<file path="src/rtl/gpu_isa_pkg.sv">
// ISA definitions shared by the decoder: opcodes, datapath mux encodings
// and the packed per-instruction control word.
package gpu_isa_pkg;

  typedef enum logic [3:0] {
    OP_NOP   = 4'd0,
    OP_BRNZP = 4'd1,
    OP_CMP   = 4'd2,
    OP_ADD   = 4'd3,
    OP_SUB   = 4'd4,
    OP_MUL   = 4'd5,
    OP_DIV   = 4'd6,
    OP_LDR   = 4'd7,
    OP_STR   = 4'd8,
    OP_CONST = 4'd9,
    OP_RET   = 4'd15
  } opcode_e;

  typedef enum logic [1:0] {
    RIM_ALU   = 2'd0,
    RIM_MEM   = 2'd1,
    RIM_CONST = 2'd2
  } reg_input_mux_e;

  typedef enum logic [1:0] {
    AAM_ADD = 2'd0,
    AAM_SUB = 2'd1,
    AAM_MUL = 2'd2,
    AAM_DIV = 2'd3
  } alu_arith_mux_e;

  typedef struct packed {
    logic           reg_write_en;
    logic           mem_read_en;
    logic           mem_write_en;
    logic           nzp_write_en;
    logic           alu_output_mux;
    logic           pc_mux;
    logic           ret;
    reg_input_mux_e reg_input_mux;
    alu_arith_mux_e alu_arith_mux;
  } ctrl_t;

endpackage

</file>
<file path="src/rtl/decoder_ctrl_lut.sv">
// Combinational opcode -> control word lookup; unknown opcodes flag illegal
// and yield an all-zero control word, identical to NOP.
module decoder_ctrl_lut
  import gpu_isa_pkg::*;
#(
  parameter int OPCODE_W = 4
) (
  input  logic [OPCODE_W-1:0] opcode,
  output ctrl_t               ctrl,
  output logic                illegal
);

  always_comb begin
    ctrl    = '0;
    illegal = 1'b0;
    case (opcode)
      OPCODE_W'(OP_NOP):   ;
      OPCODE_W'(OP_BRNZP): ctrl.pc_mux = 1'b1;
      OPCODE_W'(OP_CMP): begin
        ctrl.nzp_write_en   = 1'b1;
        ctrl.alu_output_mux = 1'b1;
      end
      OPCODE_W'(OP_ADD): begin
        ctrl.reg_write_en  = 1'b1;
        ctrl.alu_arith_mux = AAM_ADD;
      end
      OPCODE_W'(OP_SUB): begin
        ctrl.reg_write_en  = 1'b1;
        ctrl.alu_arith_mux = AAM_SUB;
      end
      OPCODE_W'(OP_MUL): begin
        ctrl.reg_write_en  = 1'b1;
        ctrl.alu_arith_mux = AAM_MUL;
      end
      OPCODE_W'(OP_DIV): begin
        ctrl.reg_write_en  = 1'b1;
        ctrl.alu_arith_mux = AAM_DIV;
      end
      OPCODE_W'(OP_LDR): begin
        ctrl.reg_write_en  = 1'b1;
        ctrl.mem_read_en   = 1'b1;
        ctrl.reg_input_mux = RIM_MEM;
      end
      OPCODE_W'(OP_STR):   ctrl.mem_write_en = 1'b1;
      OPCODE_W'(OP_CONST): begin
        ctrl.reg_write_en  = 1'b1;
        ctrl.reg_input_mux = RIM_CONST;
      end
      OPCODE_W'(OP_RET):   ctrl.ret = 1'b1;
      default:             illegal = 1'b1;
    endcase
  end

endmodule

</file>
<file path="src/rtl/decoder_pipe.sv">
// Instruction decoder with a 2-entry (output + skid) valid/ready buffer, 1-cycle latency.
// Optional sticky illegal-opcode trap enabled by defining DECODER_ILLEGAL_TRAP_EN.
module decoder_pipe
  import gpu_isa_pkg::*;
#(
  parameter int INSTR_W  = 16,
  parameter int OPCODE_W = 4,
  parameter int REG_AW   = 4,
  parameter int IMM_W    = 8
) (
  input  logic               clk,
  input  logic               reset,
  input  logic               flush,
  input  logic               in_valid,
  output logic               in_ready,
  input  logic [INSTR_W-1:0] instruction,
  output logic               out_valid,
  input  logic               out_ready,
  output logic [REG_AW-1:0]  rd_address,
  output logic [REG_AW-1:0]  rs_address,
  output logic [REG_AW-1:0]  rt_address,
  output logic [2:0]         nzp,
  output logic [IMM_W-1:0]   immediate,
  output logic               reg_write_en,
  output logic               mem_read_en,
  output logic               mem_write_en,
  output logic               nzp_write_en,
  output logic               alu_output_mux,
  output logic               pc_mux,
  output logic               ret,
  output logic [1:0]         reg_input_mux,
  output logic [1:0]         alu_arith_mux,
  output logic               illegal_err
);

  if (INSTR_W < OPCODE_W + 3*REG_AW || IMM_W > INSTR_W - OPCODE_W - REG_AW) begin : g_bad_params
    $error("decoder_pipe: instruction fields do not fit in INSTR_W");
  end

  localparam int RD_MSB = INSTR_W - OPCODE_W - 1;
  localparam int RS_MSB = RD_MSB - REG_AW;

  typedef struct packed {
    ctrl_t             ctrl;
    logic [REG_AW-1:0] rd;
    logic [REG_AW-1:0] rs;
    logic [REG_AW-1:0] rt;
    logic [2:0]        nzp;
    logic [IMM_W-1:0]  imm;
  } beat_t;

  ctrl_t in_ctrl;
  logic  in_illegal;
  beat_t in_beat;

  decoder_ctrl_lut #(.OPCODE_W(OPCODE_W)) u_lut (
    .opcode  (instruction[INSTR_W-1 -: OPCODE_W]),
    .ctrl    (in_ctrl),
    .illegal (in_illegal)
  );

  always_comb begin
    in_beat.ctrl = in_ctrl;
    in_beat.rd   = instruction[RD_MSB -: REG_AW];
    in_beat.rs   = instruction[RS_MSB -: REG_AW];
    in_beat.rt   = instruction[REG_AW-1:0];
    in_beat.nzp  = instruction[RD_MSB -: 3];
    in_beat.imm  = instruction[IMM_W-1:0];
  end

  logic  out_vld_q, out_vld_d;
  logic  skid_vld_q, skid_vld_d;
  logic  in_ready_q, in_ready_d;
  beat_t out_q, out_d;
  beat_t skid_q, skid_d;

  logic in_fire, out_fire;
  assign in_fire  = in_valid && in_ready_q;
  assign out_fire = out_vld_q && out_ready;

  // Skid only fills while the output register is stalled, so when the output
  // frees up the skid entry always has priority over a new beat.
  always_comb begin
    out_vld_d  = out_vld_q;
    skid_vld_d = skid_vld_q;
    out_d      = out_q;
    skid_d     = skid_q;
    if (flush) begin
      out_vld_d  = 1'b0;
      skid_vld_d = 1'b0;
    end else if (!out_vld_q || out_fire) begin
      if (skid_vld_q) begin
        out_vld_d  = 1'b1;
        out_d      = skid_q;
        skid_vld_d = 1'b0;
      end else if (in_fire) begin
        out_vld_d = 1'b1;
        out_d     = in_beat;
      end else begin
        out_vld_d = 1'b0;
      end
    end else if (in_fire) begin
      skid_vld_d = 1'b1;
      skid_d     = in_beat;
    end
    in_ready_d = !skid_vld_d;
  end

  always_ff @(posedge clk or negedge reset) begin
    if (!reset) begin
      out_vld_q  <= 1'b0;
      skid_vld_q <= 1'b0;
      in_ready_q <= 1'b0;
      out_q      <= '0;
      skid_q     <= '0;
    end else begin
      out_vld_q  <= out_vld_d;
      skid_vld_q <= skid_vld_d;
      in_ready_q <= in_ready_d;
      out_q      <= out_d;
      skid_q     <= skid_d;
    end
  end

`ifdef DECODER_ILLEGAL_TRAP_EN
  logic err_q;
  always_ff @(posedge clk or negedge reset) begin
    if (!reset) begin
      err_q <= 1'b0;
    end else if (in_fire && !flush && in_illegal) begin
      err_q <= 1'b1;
    end
  end
  assign illegal_err = err_q;
`else
  logic unused_illegal;
  assign unused_illegal = in_illegal;
  assign illegal_err    = 1'b0;
`endif

  assign in_ready       = in_ready_q;
  assign out_valid      = out_vld_q;
  assign rd_address     = out_q.rd;
  assign rs_address     = out_q.rs;
  assign rt_address     = out_q.rt;
  assign nzp            = out_q.nzp;
  assign immediate      = out_q.imm;
  assign reg_write_en   = out_q.ctrl.reg_write_en;
  assign mem_read_en    = out_q.ctrl.mem_read_en;
  assign mem_write_en   = out_q.ctrl.mem_write_en;
  assign nzp_write_en   = out_q.ctrl.nzp_write_en;
  assign alu_output_mux = out_q.ctrl.alu_output_mux;
  assign pc_mux         = out_q.ctrl.pc_mux;
  assign ret            = out_q.ctrl.ret;
  assign reg_input_mux  = out_q.ctrl.reg_input_mux;
  assign alu_arith_mux  = out_q.ctrl.alu_arith_mux;

endmodule

</file>
<file path="config.mk">
export PLATFORM = sky130hd
export DESIGN_NAME = decoder_pipe
export DESIGN_NICKNAME = d
export VERILOG_FILES = /design/src/rtl/gpu_isa_pkg.sv /design/src/rtl/decoder_ctrl_lut.sv /design/src/rtl/decoder_pipe.sv
export SDC_FILE = /design/constraint.sdc
export NUM_CORES = 1
export LEC_CHECK = 0
export CORE_UTILIZATION = 48
export DETAILED_ROUTE_END_ITERATION = 12
export PLACE_DENSITY = 0.79
export SLEW_MARGIN = 20
export SYNTH_ARGS = -nofsm -noshare
export SYNTH_HDL_FRONTEND = slang
export SYNTH_SLANG_ARGS = --single-unit
</file>
<file path="constraint.sdc">
create_clock -name clk -period 1.69 [get_ports clk]
set_input_delay 0.169 -clock clk [delete_from_list [all_inputs] [get_ports clk]]
set_output_delay 0.169 -clock clk [all_outputs]
set_load 0.02 [all_outputs]
</file>
==> impl_metrics.tcl <==
set metrics [dict create \
    outcome "completed" \
    rows 24 \
    diodes 0 \
    start_util_pct 50.5 \
    cts_root_buf "clkbuf_8" \
    powerDensity_nw_per_um2 1010 \
    grt-ovfl-total 0 \
    first_pass_iters 4 \
    nNetsFinal 231 \
    drive_above_1_share_pct 31.8 \
    worstMarginPinSlew_ns 0.620 \
    max_freq_mhz 664 \
    finalInstanceArea_um2 2830 \
    io_buffers 56 \
    ios 58 \
    critical_path_buf_inv_count 1 \
    finalCriticalPeriod_ns 1.51 \
    cts_buffers 5 \
    place_area_um2 2730 \
    cap_violations 0 \
    cts.clk_slew.worst_paths_ns 0.09 \
    clk_latency_ns 0.31 \
    avgSynthCellArea_um2 13.6 \
    hp-class "input port to async pin" \
    dpl.hpwl_um 2910 \
    cp_top_family "buffers and inverters" \
    viasPerCell 5.30 \
    worstPathArrival_ns 1.34 \
    drt_iter0_markers 54 \
    ys_seq_area_share_pct 50.9 \
    cp.required_ns 1.52 \
    ff2ff_setup_slack_ns 0.26 \
    synth_nets 184 \
    path_max_fanout 2 \
    die_area_um2 4890 \
    crit_type "flop to output pin" \
    wl_um 4000 \
    grt_pass1_vias 1468 \
    route.vias.total 1394 \
    grt_antenna_before_repair 0 \
    synth.distinct_cells 32 \
    syn_area_um2 2210 \
    ys_ff_latch 45 \
    fin_crit_sh_pct 89.1 \
    r2r-start "out_valid" \
    drc 0 \
    clock-sinks 45 \
    rsz0062_at_grt "no" \
    htreeDepth 2 \
    die_w_um 69.9 \
    grt_pass1_wl_um 6990 \
    wire_per_inst_um 15.2 \
    path_cells "clkdlybuf4s50_1" \
    track_usage_pct 18.3 \
    max-vdd-ir-drop_v 0.000698 \
    globalplace.congestion 0.747 \
    reg2reg_to "rd_address[0]" \
    end_kind "output pin" \
    setup_viol 0 \
    max_stage_delay_ns 0.63 \
    hold_violations 0 \
    maxSlewHeadroom_pct 58.6 \
    clock_skew_ns 0.0126 \
    cts_tree "yes" \
    post-route-util_pct 64.5 \
    grt_max_degree 29 \
    yosys_warnings 0 \
    syn_to_final_growth_pct 27.8 \
    crit_path_start_kind "flop" \
    max-clock-path-buffers 2 \
    reg2reg_depth 4 \
    synthCells 163 \
    slew_viol_final 0 \
    core_um2 4380 \
    leakage_nw 1.23 \
    ant_nets 0 \
    die_h_um 69.9 \
    crit_slowest_cell "clkdlybuf4s50_1" \
]
[worst max-delay path by stage]
stage | from | endpoint | slack, ns | cells past startpoint
floorplan | out_valid | reg_input_mux[0] | 0.24 | 4
global placement | out_ready | alu_arith_mux[1] | 0.04 | 5
detailed placement | out_ready | alu_arith_mux[1] | -0.03 | 5
CTS | out_valid | out_valid | 0.17 | 1
global route | out_valid | out_valid | 0.14 | 1
finish | out_valid | out_valid | 0.18 | 1
[registers in the layout, summed over array words and instances (netlist names), 2 cells and up]
name,cells
rd_address,4
alu_arith_mux,2
skid_q,21
rt_address,3
reg_input_mux,2
rs_address,4
[cells in the mapped netlist]
library cell  number  area share (%)
nor2b_1            1            0.28
nor3b_1            1            0.34
conb_1             1            0.17
buf_4             14             4.7
mux2_2            43              22
dfrtp_1           45              51
nor4b_1            2            0.79
and4_1             1            0.40
a21oi_1            1            0.23
nor3_4             1            0.74
nor3b_4            1            0.85
o21ai_0            1            0.23
or3_1              1            0.28
a41oi_1            1            0.40
o31ai_1            2            0.68
xnor2_1            1            0.40
nand2b_1           1            0.28
nand3_1            1            0.23
nand2b_4           1            0.62
mux2i_1           11             5.0
nand4bb_1          1            0.51
nor4b_2            1            0.68
buf_6              4             2.0
inv_1              7             1.2
nand3b_1           1            0.34
buf_2              4            0.90
mux2_1             1            0.51
mux2_4             4             2.7
nor2_1             2            0.34
inv_2              1            0.17
a21oi_2            1            0.40
nand2_1            5            0.85
[layer usage]
layer	part of all wire, %	GRT usage, %	wire length (um)	up-vias
met1	42	22.1	1670	705
met3	4.0	5.48	161	8
met2	53	30.8	2110	34
met5	0	0	0	-
li1	-	-	-	647
met4	1.5	6.67	61	0
[logic make-up after synthesis]
family | synth area share, %
flops | 50.9
simple gates | 7.52
compound gates | 1.92
xor+xnor | 0.396
other cells | 0.169
mux | 30.1
buf+inv | 9.04
[area by class of cell]
type	instances	area (um^2)
multi-input combinational	88	887
fill	330	1560
timing repair buffer	62	628
tap	52	65.1
sequential	45	1130
clock buffer	5	68.8
inverter	8	30.0
clock inverter	3	22.5
[power by group]
group          total [mW]  leakage, nW  switching (mW)  internal [mW]
Combinational       0.821        0.615           0.363          0.459
Clock               0.676       0.0481           0.383          0.293
Sequential           1.36        0.567           0.106           1.26
Total                2.86         1.23           0.851           2.01
[metrics by stage]
step                      hold slack [ns]  setup WS, ns  total power [mW]  instances  setup TNS, ns
after floorplan                    -0.127         0.235              1.88        163              0
after global placement              0.206        0.0390              2.18        254              0
after detailed placement            0.224       -0.0315              2.22        254         -0.285
after CTS                           0.429         0.175              2.88        263              0
after global routing                0.455         0.141              3.01        263              0
final                               0.403         0.184              2.86        263              0
[placed cells by master, fill, tap and decap left out, drive strengths merged, types with 3 or more instances in the layout]
cell / netlist / layout
inv: 8 / 8
nand2: 5 / 5
clkdlybuf4s50: 0 / 55
buf: 22 / 6
nor4b: 3 / 3
mux2: 48 / 48
clkbuf: 0 / 5
mux2i: 11 / 11
dfrtp: 45 / 45
clkinv: 0 / 3
[repair_timing]
action / 4_1_cts / 5_1_grt
gates resized for setup: 0 / 0
setup buffers: 0 / 0
hold buffers: 1 / 0
hold endpoints to repair: 26 / 0
No activity file was read; power rests on OpenSTA's default activity.
